### src/rtl/fifo_wr_arbiter_if.sv
// Handshake bundle between NUM_REQ producers, the write arbiter and the FIFO write pins.
// master = arbiter side, slave = producers/FIFO side.
interface fifo_wr_arbiter_if #(
  parameter int NUM_REQ = 4,
  parameter int DATA_W  = 8
);
  localparam int IDW = $clog2(NUM_REQ);

  logic [NUM_REQ-1:0]        req_valid;
  logic [NUM_REQ-1:0]        req_last;
  logic [NUM_REQ*DATA_W-1:0] req_data;
  logic [NUM_REQ-1:0]        req_ready;
  logic                      fifo_full;
  logic                      fifo_write;
  logic [DATA_W-1:0]         fifo_data_in;
  logic [IDW-1:0]            grant_id;
  logic                      busy;

  modport master (
    input  req_valid, req_last, req_data, fifo_full,
    output req_ready, fifo_write, fifo_data_in, grant_id, busy
  );

  modport slave (
    output req_valid, req_last, req_data, fifo_full,
    input  req_ready, fifo_write, fifo_data_in, grant_id, busy
  );
endinterface

### src/rtl/fifo_wr_arbiter.sv
// Round-robin arbiter sharing one FIFO write port among NUM_REQ producers,
// holding each grant for a burst of up to MAX_BURST words.
module fifo_wr_arbiter #(
  parameter int NUM_REQ   = 4,
  parameter int DATA_W    = 8,
  parameter int MAX_BURST = 4
) (
  input  logic              clk,
  input  logic              reset,
  fifo_wr_arbiter_if.master bus
);
  localparam int IDW = $clog2(NUM_REQ);
  localparam int BCW = $clog2(MAX_BURST) + 1;

  typedef enum logic {IDLE = 1'b0, BURST = 1'b1} state_t;

  state_t state, state_nxt;

  logic [IDW-1:0] rr_ptr;
  logic [IDW-1:0] grant_id;
  logic [BCW-1:0] beat_cnt;
  logic           busy;

  logic [NUM_REQ-1:0][DATA_W-1:0] data_a;
  logic [NUM_REQ-1:0]             sel;
  logic [NUM_REQ-1:0]             ready_n;
  logic                           write_n;
  logic [DATA_W-1:0]              data_n;

  logic                 g_valid, g_last, accept, burst_end;
  logic [2*NUM_REQ-1:0] dbl;
  logic [NUM_REQ-1:0]   rot;
  logic [IDW-1:0]       first_k, pick, g_next;
  logic [IDW:0]         pick_sum, next_sum;
  logic                 pick_vld;

  assign data_a = bus.req_data;

  // One-hot decode of the current grantee.
  for (genvar i = 0; i < NUM_REQ; i++) begin : g_sel
    assign sel[i] = (grant_id == IDW'(i));
  end

  assign g_valid = bus.req_valid[grant_id];
  assign g_last  = bus.req_last[grant_id];
  assign accept  = (state == BURST) && g_valid && !bus.fifo_full;

  // A producer bubble only ends the burst when the FIFO could have taken a word.
  assign burst_end = (state == BURST) &&
                     ((accept && (g_last || beat_cnt == BCW'(MAX_BURST - 1))) ||
                      (!g_valid && !bus.fifo_full));

  // Rotate requests so bit 0 is rr_ptr, find the first set bit, then un-rotate.
  always_comb begin
    dbl      = {bus.req_valid, bus.req_valid} >> rr_ptr;
    rot      = dbl[NUM_REQ-1:0];
    first_k  = '0;
    pick_vld = 1'b0;
    for (int k = NUM_REQ - 1; k >= 0; k--) begin
      if (rot[k]) begin
        first_k  = IDW'(k);
        pick_vld = 1'b1;
      end
    end
    pick_sum = {1'b0, rr_ptr} + {1'b0, first_k};
    if (pick_sum >= (IDW+1)'(NUM_REQ)) pick_sum = pick_sum - (IDW+1)'(NUM_REQ);
    pick = pick_sum[IDW-1:0];
  end

  always_comb begin
    next_sum = {1'b0, grant_id} + (IDW+1)'(1);
    if (next_sum >= (IDW+1)'(NUM_REQ)) next_sum = '0;
    g_next = next_sum[IDW-1:0];
  end

  // FSM: state register
  always_ff @(posedge clk or negedge reset) begin
    if (!reset) state <= IDLE;
    else        state <= state_nxt;
  end

  // FSM: next state
  always_comb begin
    state_nxt = state;
    case (state)
      IDLE:    if (pick_vld)  state_nxt = BURST;
      BURST:   if (burst_end) state_nxt = IDLE;
      default: state_nxt = IDLE;
    endcase
  end

  // FSM: outputs; writes are combinational so the FIFO and producer see the same edge.
  always_comb begin
    ready_n = '0;
    write_n = 1'b0;
    data_n  = '0;
    if (state == BURST) begin
      ready_n = sel & {NUM_REQ{!bus.fifo_full}};
      write_n = g_valid && !bus.fifo_full;
      if (write_n) data_n = data_a[grant_id];
    end
  end

  always_ff @(posedge clk or negedge reset) begin
    if (!reset) begin
      rr_ptr   <= '0;
      grant_id <= '0;
      beat_cnt <= '0;
      busy     <= 1'b0;
    end else if (state == IDLE) begin
      if (pick_vld) begin
        grant_id <= pick;
        busy     <= 1'b1;
        beat_cnt <= '0;
      end
    end else begin
      if (accept) beat_cnt <= beat_cnt + BCW'(1);
      if (burst_end) begin
        busy   <= 1'b0;
        rr_ptr <= g_next;
      end
    end
  end

  assign bus.req_ready    = ready_n;
  assign bus.fifo_write   = write_n;
  assign bus.fifo_data_in = data_n;
  assign bus.grant_id     = grant_id;
  assign bus.busy         = busy;
endmodule
### src/flat_wrapper.sv
// flat-port wrapper written by rule: the top's interface ports become plain ports
module fifo_wr_arbiter_flat 
#(
  parameter int NUM_REQ   = 4,
  parameter int DATA_W    = 8,
  parameter int MAX_BURST = 4
)
  (clk, reset, bus_req_valid, bus_req_last, bus_req_data, bus_fifo_full, bus_req_ready, bus_fifo_write, bus_fifo_data_in, bus_grant_id, bus_busy);
  fifo_wr_arbiter_if #(.NUM_REQ(NUM_REQ), .DATA_W(DATA_W)) bus_i ();
  input  logic clk;
  input  logic reset;
  input wire logic [$bits(bus_i.req_valid)-1:0] bus_req_valid;
  input wire logic [$bits(bus_i.req_last)-1:0] bus_req_last;
  input wire logic [$bits(bus_i.req_data)-1:0] bus_req_data;
  input wire logic [$bits(bus_i.fifo_full)-1:0] bus_fifo_full;
  output wire logic [$bits(bus_i.req_ready)-1:0] bus_req_ready;
  output wire logic [$bits(bus_i.fifo_write)-1:0] bus_fifo_write;
  output wire logic [$bits(bus_i.fifo_data_in)-1:0] bus_fifo_data_in;
  output wire logic [$bits(bus_i.grant_id)-1:0] bus_grant_id;
  output wire logic [$bits(bus_i.busy)-1:0] bus_busy;
  assign bus_i.req_valid = bus_req_valid;
  assign bus_i.req_last = bus_req_last;
  assign bus_i.req_data = bus_req_data;
  assign bus_i.fifo_full = bus_fifo_full;
  assign bus_req_ready = bus_i.req_ready;
  assign bus_fifo_write = bus_i.fifo_write;
  assign bus_fifo_data_in = bus_i.fifo_data_in;
  assign bus_grant_id = bus_i.grant_id;
  assign bus_busy = bus_i.busy;
  fifo_wr_arbiter #(.NUM_REQ(NUM_REQ), .DATA_W(DATA_W), .MAX_BURST(MAX_BURST)) u_core (.clk(clk), .reset(reset), .bus(bus_i));
endmodule
### config.mk
export PLATFORM = sky130hd
export DESIGN_NAME = fifo_wr_arbiter_flat
export DESIGN_NICKNAME = d
export VERILOG_FILES = /design/src/rtl/fifo_wr_arbiter_if.sv /design/src/rtl/fifo_wr_arbiter.sv /design/src/flat_wrapper.sv
export SDC_FILE = /design/constraint.sdc
export NUM_CORES = 1
export LEC_CHECK = 0
export BUFFER_PORTS_ARGS = -buffer_cell sky130_fd_sc_hd__buf_2
export CAP_MARGIN = 20
export CORE_UTILIZATION = 45
export CTS_CLUSTER_SIZE = 16
export DETAILED_ROUTE_END_ITERATION = 16
export PLACE_DENSITY = 0.81
export SYNTH_ARGS = -nofsm -noshare
export SYNTH_HDL_FRONTEND = slang
export SYNTH_SLANG_ARGS = --single-unit
### constraint.sdc
create_clock -name clk -period 3.1 [get_ports clk]
set_input_delay 0.31 -clock clk [delete_from_list [all_inputs] [get_ports clk]]
set_output_delay 0.31 -clock clk [all_outputs]
set_load 0.01 [all_outputs]
==> results of run 1 <==
-- sequential cells by signal, indices dropped and copies added, names as in the netlist --
name                 flops
u_core.state             1
u_core.bus.busy          1
u_core.bus.grant_id      2
u_core.rr_ptr            2
u_core.beat_cnt          3
-- layout make-up --
type | count | area [um^2]
Multi-Input combinational cell | 75 | 668
Inverter | 6 | 22.5
Fill cell | 178 | 678
Sequential cell | 9 | 225
Clock buffer | 4 | 26.3
Timing Repair Buffer | 60 | 308
Tap cell | 27 | 33.8
-- metal layers --
metal	up-vias	GRT usage, %	wire length [um]
met5	-	0	0
met4	0	5.56	19
met3	2	3.77	181
met2	42	35.9	1180
met1	439	20.1	977
li1	473	-	-
-- tightest hold or removal path, delay by kind of cell --
kind / cells / cell delay (ns)
AO/OA/AOI/OAI: 1 / 0.14
AND/OR/NAND/NOR: 1 / 0.08
buffers and inverters: 1 / 0.12
-- synth_stat cells, types with 2 or more instances --
master    instances  share of area [%]
dfrtp_1           9                 24
mux4_2            9                 21
and3_1            8                5.3
ha_1              7                9.2
inv_1             6                2.4
nor2_1            5                2.0
a21oi_1           4                2.1
and2_1            4                2.6
nand2_1           4                1.6
nand3_1           4                2.1
o21ai_0           4                2.1
nor2b_1           3                2.0
or3b_1            3                2.8
mux2_2            2                2.4
mux2i_1           2                2.1
nor4_1            2                1.3
o211ai_1          2                1.6
-- path summary, 6_finish.rpt --
check | start | endpoint | slack [ns] | depth (start not counted)
worst max-delay path | u_core.bus.grant_id[0]$_DFFE_PN0P_ | bus_fifo_data_in[2] | 0.88 | 4
worst min-delay path | bus_req_valid[3] | u_core.state$_DFF_PN0_ | 0.44 | 3
worst max register to register | u_core.bus.grant_id[0]$_DFFE_PN0P_ | u_core.rr_ptr[1]$_DFFE_PN0P_ | 1.10 | 3
worst min register to register | u_core.beat_cnt[2]$_DFFE_PN0P_ | u_core.beat_cnt[2]$_DFFE_PN0P_ | 0.50 | 2
max in group asynchronous | reset | u_core.bus.grant_id[1]$_DFFE_PN0P_ | 2.46 | 2
min in group asynchronous | reset | u_core.beat_cnt[2]$_DFFE_PN0P_ | 0.46 | 2
-- stage by stage --
stage	hold slack (ns)	area (um^2)	std cells	power [uW]
after floorplan	0.0144	948	95	691
after global placement	0.172	1250	176	813
after detailed placement	0.173	1250	176	837
after CTS	0.434	1280	181	928
after global routing	0.455	1280	181	1000
final	0.436	1280	181	919
-- power breakdown --
part,switching (uW),leakage [uW],total (uW),internal (uW)
clock,38.0,0.0000150,87.4,49.4
combinational,255,0.000555,567,313
sequential,94.0,0.000110,265,171
-- logic make-up (layout without fill, tap and decap cells) --
kind of cell               after synthesis  after routing  share of synthesized area [%]
muxes                                   13             13                           25.9
buffers and inverters                   11             70                           5.80
and+or+nand+nor                         39             39                           23.9
AOI/OAI and AO/OA                       15             15                           10.6
xor gates and xnor gates                 1              1                          0.924
adders and majority gates                7              7                           9.23
DFF                                      9              9                           23.7
-- timing repair --
| item | 4_1_cts | 5_1_grt |
|---|---|---|
| hold endpoints to repair | 9 | 0 |
| gates resized for setup | 0 | 0 |
| hold buffers | 1 | 0 |
==> impl_metrics.env, run 1 <==
export IMPL_hpwlAfterDp_um=1930
export IMPL_grt_use_total_pct=18.6
export IMPL_synthCells=95
export IMPL_layout_common_cells="buf_2, mux4_2, dfrtp_1, and3_1, ha_1"
export IMPL_period_minus_slack_ns=2.22
export IMPL_antenna_found_initial=0
export IMPL_insertion_delay_ns=0.25
export IMPL_fin_skew_ns=0.00163
export IMPL_cp_num_buf_inv=2
export IMPL_synth_edff_count=0
export IMPL_synth_ff_type="dfrtp_1"
export IMPL_port_buffers=58
export IMPL_slew_violations=0
export IMPL_root_buffer="clkbuf_4"
export IMPL_worstSetupPathType="flop to output pin"
export IMPL_cp_end_kind="output pin"
export IMPL_final_common_cell="buf_2"
export IMPL_yosys_cell_types_count=34
export IMPL_ys_ff_latch=9
export IMPL_syn_area_per_cell_um2=9.98
export IMPL_avgRoutedWirePerCell_um=13.0
export IMPL_synth_fp_nets=145
export IMPL_maxSlewHeadroom_pct=45.6
export IMPL_cts_buffers=3
export IMPL_async_flop_share_pct=100
export IMPL_vias_per_cell=5.28
export IMPL_critPathRequiredTime_ns=2.79
export IMPL_setup_violations_final=0
export IMPL_cp_top_family="flip-flops"
export IMPL_min_path_type="primary input to flop"
export IMPL_core_region_area_um2=1960
export IMPL_synth_area_um2=948
export IMPL_grt_max_degree=16
export IMPL_nets=205
export IMPL_status="complete, no violations"
export IMPL_grt_pass1_wl_um=2990
export IMPL_ys_warnings_count=0
export IMPL_grt_pass1_vias=761
export IMPL_final_util_pct=65.4
export IMPL_die_area_um2=2300
export IMPL_ios=59
export IMPL_place_congestion=0.805
export IMPL_rows=16
export IMPL_insertedDiodeCount=0
export IMPL_power_density_nw_per_um2=716
export IMPL_fmax_ghz=0.449
export IMPL_maxCapViolations=0
export IMPL_drive_above_1_share_pct=50.0
export IMPL_dieWidth_um=47.9
export IMPL_worstPathCellList="buf_4, mux4_2, and3_1, buf_2"
export IMPL_slowest_stage="dfrtp_1"
export IMPL_vias=956
export IMPL_drt_initial_drc_count=9
export IMPL_setup_slack_ns=0.875
export IMPL_setup_tns_ns=0
export IMPL_overflow=0
export IMPL_cts_buffer_depth=2
export IMPL_syn_to_final_growth_pct=35.4
export IMPL_fin_crit_sh_pct=71.8
export IMPL_start_kind="flop"
export IMPL_cp_max_fo=9
export IMPL_start_util_pct=48.3
export IMPL_hold_viol_final=0
export IMPL_arrival_ns=1.91
export IMPL_drt_antenna_violating_nets=0
export IMPL_vdd_ir_drop_max_mv=0.474
export IMPL_die_h_um=47.9
export IMPL_clk_pin_slew_worst_paths_ns=0.06
export IMPL_critPathMaxStageDelay_ns=0.57
export IMPL_htreeDepth=1
export IMPL_p_leak_uw=0.000680
export IMPL_wl_um=2360
export IMPL_place_ws_ns=1.10
export IMPL_clock_sinks=9
export IMPL_cts_tree="built"
export IMPL_ys_seq_area_share_pct=23.7
export IMPL_drtPass1Iterations=4
export IMPL_postCtsSetupBuffers=0
export IMPL_drc_errors=0
export IMPL_worst_slew_pin_slew_ns=0.815
export IMPL_rsz0062_at_grt="no"
Note: power is estimated with default switching activity, not from simulation.
==> run 2: changes to the inputs <==
- CORE_UTILIZATION: 45 -> 38
- PLACE_DENSITY: 0.81 -> 0.72
- clock period: 3.1 -> 1.9 ns (I/O delays scaled with it)
==> run 2 against run 1 <==
Against the previous run:
- count of clock-buffer cells in the layout stayed put
- cell area is 11% higher
- cell count is 4.4% higher
- non-clock buffer count is 7 higher
- utilization is 2.8 points lower
- clock power is 70% higher
- worst hold slack worse by 0.12 ns
==> impl_metrics.env, run 2 (same netlist as run 1, synthesis figures left out) <==
export IMPL_slew_violations=0
export IMPL_port_buffers=58
export IMPL_drive_above_1_share_pct=60.2
export IMPL_dpl_cell_area_um2=1290
export IMPL_min_path_type="primary input to async pin"
export IMPL_layoutNonFillerInstCount=189
export IMPL_drt_initial_drc_count=10
export IMPL_maxCapViolations=0
export IMPL_fin_skew_ns=0.00233
export IMPL_fin_crit_sh_pct=98.9
export IMPL_arrival_ns=1.69
export IMPL_vdd_ir_drop_max_mv=0.889
export IMPL_start_kind="flop"
export IMPL_drt_antenna_violating_nets=0
export IMPL_worst_slew_pin_slew_ns=0.380
export IMPL_fmax_ghz=0.532
export IMPL_drtPass1Iterations=3
export IMPL_multi_input_area_um2=722
export IMPL_grt_pass1_vias=1001
export IMPL_rsz0062_at_grt="yes"
export IMPL_cp_end_kind="output pin"
export IMPL_htreeDepth=1
export IMPL_top_regs="u_core.beat_cnt x3, u_core.bus.grant_id x2, u_core.rr_ptr x2"
export IMPL_insertedDiodeCount=0
export IMPL_hold_viol_final=0
export IMPL_grt_use_total_pct=21.4
export IMPL_status="complete, no violations"
export IMPL_wl_um=2620
export IMPL_grt_max_degree=15
export IMPL_insertion_delay_ns=0.26
export IMPL_die_h_um=52.0
export IMPL_fillers=196
export IMPL_final_common_cell="buf_2"
export IMPL_period_minus_slack_ns=1.88
export IMPL_vias=1013
export IMPL_ios=59
export IMPL_root_buffer="clkbuf_4"
export IMPL_setup_violations_final=0
export IMPL_rows=17
export IMPL_clock_sinks=9
export IMPL_cts_tree="built"
export IMPL_avgRoutedWirePerCell_um=13.8
export IMPL_largest_reg_flops=3
export IMPL_syn_to_final_growth_pct=50.4
export IMPL_seqCellArea_um2=228
export IMPL_die_area_um2=2700
export IMPL_finalInstanceArea_um2=1430
export IMPL_p_leak_uw=0.000725
export IMPL_dieWidth_um=52.0
export IMPL_power_density_nw_per_um2=1250
export IMPL_hpwlAfterDp_um=2110
export IMPL_vias_per_cell=5.36
export IMPL_antenna_found_initial=0
export IMPL_maxSlewHeadroom_pct=74.4
export IMPL_reg2reg_slack_ns=0.04
export IMPL_drc_errors=0
export IMPL_nets=212
export IMPL_layout_common_cells="buf_2, mux4_2, dfrtp_1, ha_1"
export IMPL_start_util_pct=41.7
export IMPL_core_region_area_um2=2280
export IMPL_clk_pin_slew_worst_paths_ns=0.06
export IMPL_dp_cells=182
export IMPL_overflow=0
export IMPL_worstSetupPathType="flop to output pin"
export IMPL_largest_register="u_core.beat_cnt"
export IMPL_critPathRequiredTime_ns=1.71
export IMPL_cts_buffers=3
export IMPL_place_congestion=0.852
export IMPL_grt_pass1_wl_um=4270
export IMPL_cp_max_fo=10
export IMPL_cts_buffer_depth=2
-- run 2: path summary, 6_finish.rpt --
| check | startpoint | to | cells after the start |
|---|---|---|---|
| max | u_core.bus.grant_id[0]$_DFFE_PN0P_ | bus_fifo_data_in[0] | 4 |
| min | reset | u_core.bus.grant_id[1]$_DFFE_PN0P_ | 2 |
| max reg2reg | u_core.rr_ptr[1]$_DFFE_PN0P_ | u_core.bus.grant_id[1]$_DFFE_PN0P_ | 8 |
| min reg2reg | u_core.beat_cnt[0]$_DFFE_PN0P_ | u_core.beat_cnt[0]$_DFFE_PN0P_ | 1 |
| max in group asynchronous | reset | u_core.rr_ptr[1]$_DFFE_PN0P_ | 2 |
| min in group clk | bus_req_valid[3] | u_core.state$_DFF_PN0_ | 3 |
-- run 2: area by class of cell --
cell class,instances,share of cell area [%]
clock buffers,4,1.84
multi-input cells,75,50.6
flip-flops and latches,9,16.0
inverters,6,1.58
well taps,28,2.46
repair buffers,67,27.5
-- run 2: stage by stage --
stage | setup slack [ns] | hold slack (ns) | setup TNS [ns] | utilization (%) | total power (uW)
6_report | 0.0208 | 0.316 | 0 | 62.7 | 1790
5_1_grt | -0.0323 | 0.360 | -0.194 | 62.7 | 1930
4_1_cts | -0.00795 | 0.330 | -0.00795 | 59.4 | 1670
3_5_place_dp | 0.0187 | 0.0592 | 0 | 56.5 | 1460
3_3_place_gp | 0.132 | 0.0482 | 0 | 56.5 | 1410
2_1_floorplan | 0.112 | -0.106 | 0 | - | 1130
-- run 2: critical path, stage by stage, from the launching register on --
cell and delay [ns]:
dfrtp_2 0.44, mux4_2 0.54, buf_6 0.17, and3_4 0.15
buf_2 0.13
-- run 2: layer usage --
layer / routed length, um / up-vias / GRT usage, %
met2: 1420 / 29 / 37.2
met4: 85 / 0 / 11.7
met1: 1030 / 486 / 25.3
li1: - / 485 / -
met3: 82 / 13 / 2.34
met5: 0 / - / 0
-- run 2: timing repair --
item                                    4_1_cts  5_1_grt
pin swaps                                     0        1
resized for setup                             4       17
buffers inserted                              2        0
endpoints found under the hold margin         9        0
endpoints found under the setup margin        9       10
hold buffers                                  1        0
-- run 2: report_power, final --
group          switching [uW]  internal [uW]  total (uW)
registers                 111            284         395
clock network            68.3           81.0         149
logic                     546            697        1240
==> run 3: changes to the inputs <==
- RECOVER_POWER: unset -> 50
==> run 3 against run 2 <==
Against the previous run:
- non-clock buffer count is the same
- setup slack worse by 0.0011 ns
- largest cell class unchanged
- first-iteration DRC count unchanged
- highest routed layer unchanged
- global-route usage did not move
- sequential power hardly changed
==> impl_metrics.env, run 3 (same netlist as run 1, synthesis figures left out) <==
export IMPL_status="complete, no violations"
export IMPL_rsz0062_at_grt="yes"
export IMPL_fin_skew_ns=0.00232
export IMPL_drt_initial_drc_count=10
export IMPL_timing_rr_start="u_core.rr_ptr[1]$_DFFE_PN0P_"
export IMPL_cp_num_buf_inv=2
export IMPL_port_buffers=58
export IMPL_largest_register="u_core.beat_cnt"
export IMPL_grtUsageMet2_pct=37.2
export IMPL_worstPathCellList="buf_12, mux4_2, and3_4, buf_2"
export IMPL_maxSlewHeadroom_pct=65.5
export IMPL_arrival_ns=1.69
export IMPL_place_ws_ns=0.0187
export IMPL_clock_sinks=9
export IMPL_die_h_um=52.0
export IMPL_grt_busiest_layer="met2"
export IMPL_start_util_pct=41.7
export IMPL_worst_slew_pin_slew_ns=0.518
export IMPL_slew_violations=0
export IMPL_cp_max_fo=9
export IMPL_critPathRequiredTime_ns=1.71
export IMPL_min_path_type="primary input to flop"
export IMPL_critPathMaxStageDelay_ns=0.50
export IMPL_cts_buffers=3
export IMPL_htreeDepth=1
export IMPL_grt_use_total_pct=21.4
export IMPL_overflow=0
export IMPL_rows=17
export IMPL_antenna_found_initial=0
export IMPL_cp_top_family="multiplexers"
export IMPL_fin_crit_sh_pct=99.0
export IMPL_power_density_nw_per_um2=1250
export IMPL_place_congestion=0.852
export IMPL_use_met1_pct=25.3
export IMPL_slowest_stage="mux4_2"
export IMPL_drtPass1Iterations=3
export IMPL_core_region_area_um2=2280
export IMPL_ios=59
export IMPL_period_minus_slack_ns=1.88
export IMPL_cts_buffer_depth=2
export IMPL_root_buffer="clkbuf_4"
export IMPL_hold_viol_final=0
export IMPL_crit_start="u_core.bus.grant_id[0]$_DFFE_PN0P_"
export IMPL_cts_tree="built"
export IMPL_cp_end_kind="output pin"
export IMPL_grt_pass1_vias=1001
export IMPL_drt_antenna_violating_nets=0
export IMPL_drive_above_1_share_pct=59.0
export IMPL_vias=1011
export IMPL_setup_violations_final=0
export IMPL_die_area_um2=2700
export IMPL_layout_common_cells="buf_2, mux4_2, dfrtp_1, ha_1"
export IMPL_drc_errors=0
export IMPL_dieWidth_um=52.0
export IMPL_insertion_delay_ns=0.26
export IMPL_p_leak_uw=0.000720
export IMPL_vdd_ir_drop_max_mv=0.889
export IMPL_hpwlAfterDp_um=2110
export IMPL_start_kind="flop"
export IMPL_clk_pin_slew_worst_paths_ns=0.06
export IMPL_wl_um=2620
export IMPL_insertedDiodeCount=0
export IMPL_setup_tns_ns=0
export IMPL_maxCapViolations=0
export IMPL_syn_to_final_growth_pct=50.1
export IMPL_fmax_ghz=0.532
export IMPL_nets=212
export IMPL_hp_start="bus_req_valid[3]"
export IMPL_avgRoutedWirePerCell_um=13.9
export IMPL_setup_slack_ns=0.0197
export IMPL_final_common_cell="buf_2"
export IMPL_grt_max_degree=15
export IMPL_worstSetupPathType="flop to output pin"
export IMPL_grt_pass1_wl_um=4270
export IMPL_vias_per_cell=5.35
export IMPL_top_regs="u_core.beat_cnt x3, u_core.bus.grant_id x2, u_core.rr_ptr x2"
export IMPL_met3_usage_pct=2.34
export IMPL_largest_reg_flops=3
-- run 3: cell types whose count changed in the layout (fill, tap and decap cells not counted) --
cell	change
buf_2	-2
clkbuf_1	+2
-- run 3: power by group --
part	total, uW	internal [uW]	switching, uW
clock network	149	81.0	68.3
registers	396	284	112
logic	1240	693	546
-- run 3: worst min-delay path: stages --
cell	delay, ns
buf_2	0.14
nor4_1	0.07
a21oi_1	0.15
-- run 3: area by class of cell --
class,count,area [um^2]
repair buffers,67,390
fillers,197,852
well taps,28,35.0
inverters,6,22.5
multi-input cells,75,722
clock buffers,4,26.3
flip-flops and latches,9,228
-- run 3: what timing repair did --
item | CTS | global route
buffers inserted | 2 | 0
hold endpoints to repair | 9 | 0
gates resized for setup | 4 | 17
pin swaps | 0 | 1
hold buffers | 1 | 0
endpoints found under the setup margin | 9 | 10
-- run 3: through the flow --
stage	total power [uW]	util (%)	instances	area (um^2)	hold slack, ns
2_1_floorplan	1130	-	95	948	-0.106
3_3_place_gp	1410	56.5	182	1290	0.0482
3_5_place_dp	1460	56.5	182	1290	0.0592
4_1_cts	1670	59.4	189	1350	0.330
5_1_grt	1920	62.6	189	1420	0.387
6_report	1780	62.6	189	1420	0.337
-- run 3: final timing paths --
check | cells past startpoint | slack [ns] | endpoint
setup / recovery | 4 | 0.02 | bus_fifo_data_in[0]
hold / removal | 3 | 0.34 | u_core.state$_DFF_PN0_
setup reg to reg | 8 | 0.04 | u_core.bus.grant_id[1]$_DFFE_PN0P_
hold reg to reg | 1 | 0.50 | u_core.beat_cnt[0]$_DFFE_PN0P_
max in group asynchronous | 2 | 1.11 | u_core.rr_ptr[1]$_DFFE_PN0P_
min in group asynchronous | 2 | 0.41 | u_core.bus.grant_id[1]$_DFFE_PN0P_
-- run 3: layer usage --
| metal | part of all wire, % | routed length [um] | vias to the layer above |
|---|---|---|---|
| met5 | 0 | 0 | - |
| met4 | 3.2 | 85 | 0 |
| met3 | 3.1 | 82 | 13 |
| met2 | 54 | 1420 | 29 |
| met1 | 39 | 1030 | 485 |
| li1 | - | - | 484 |
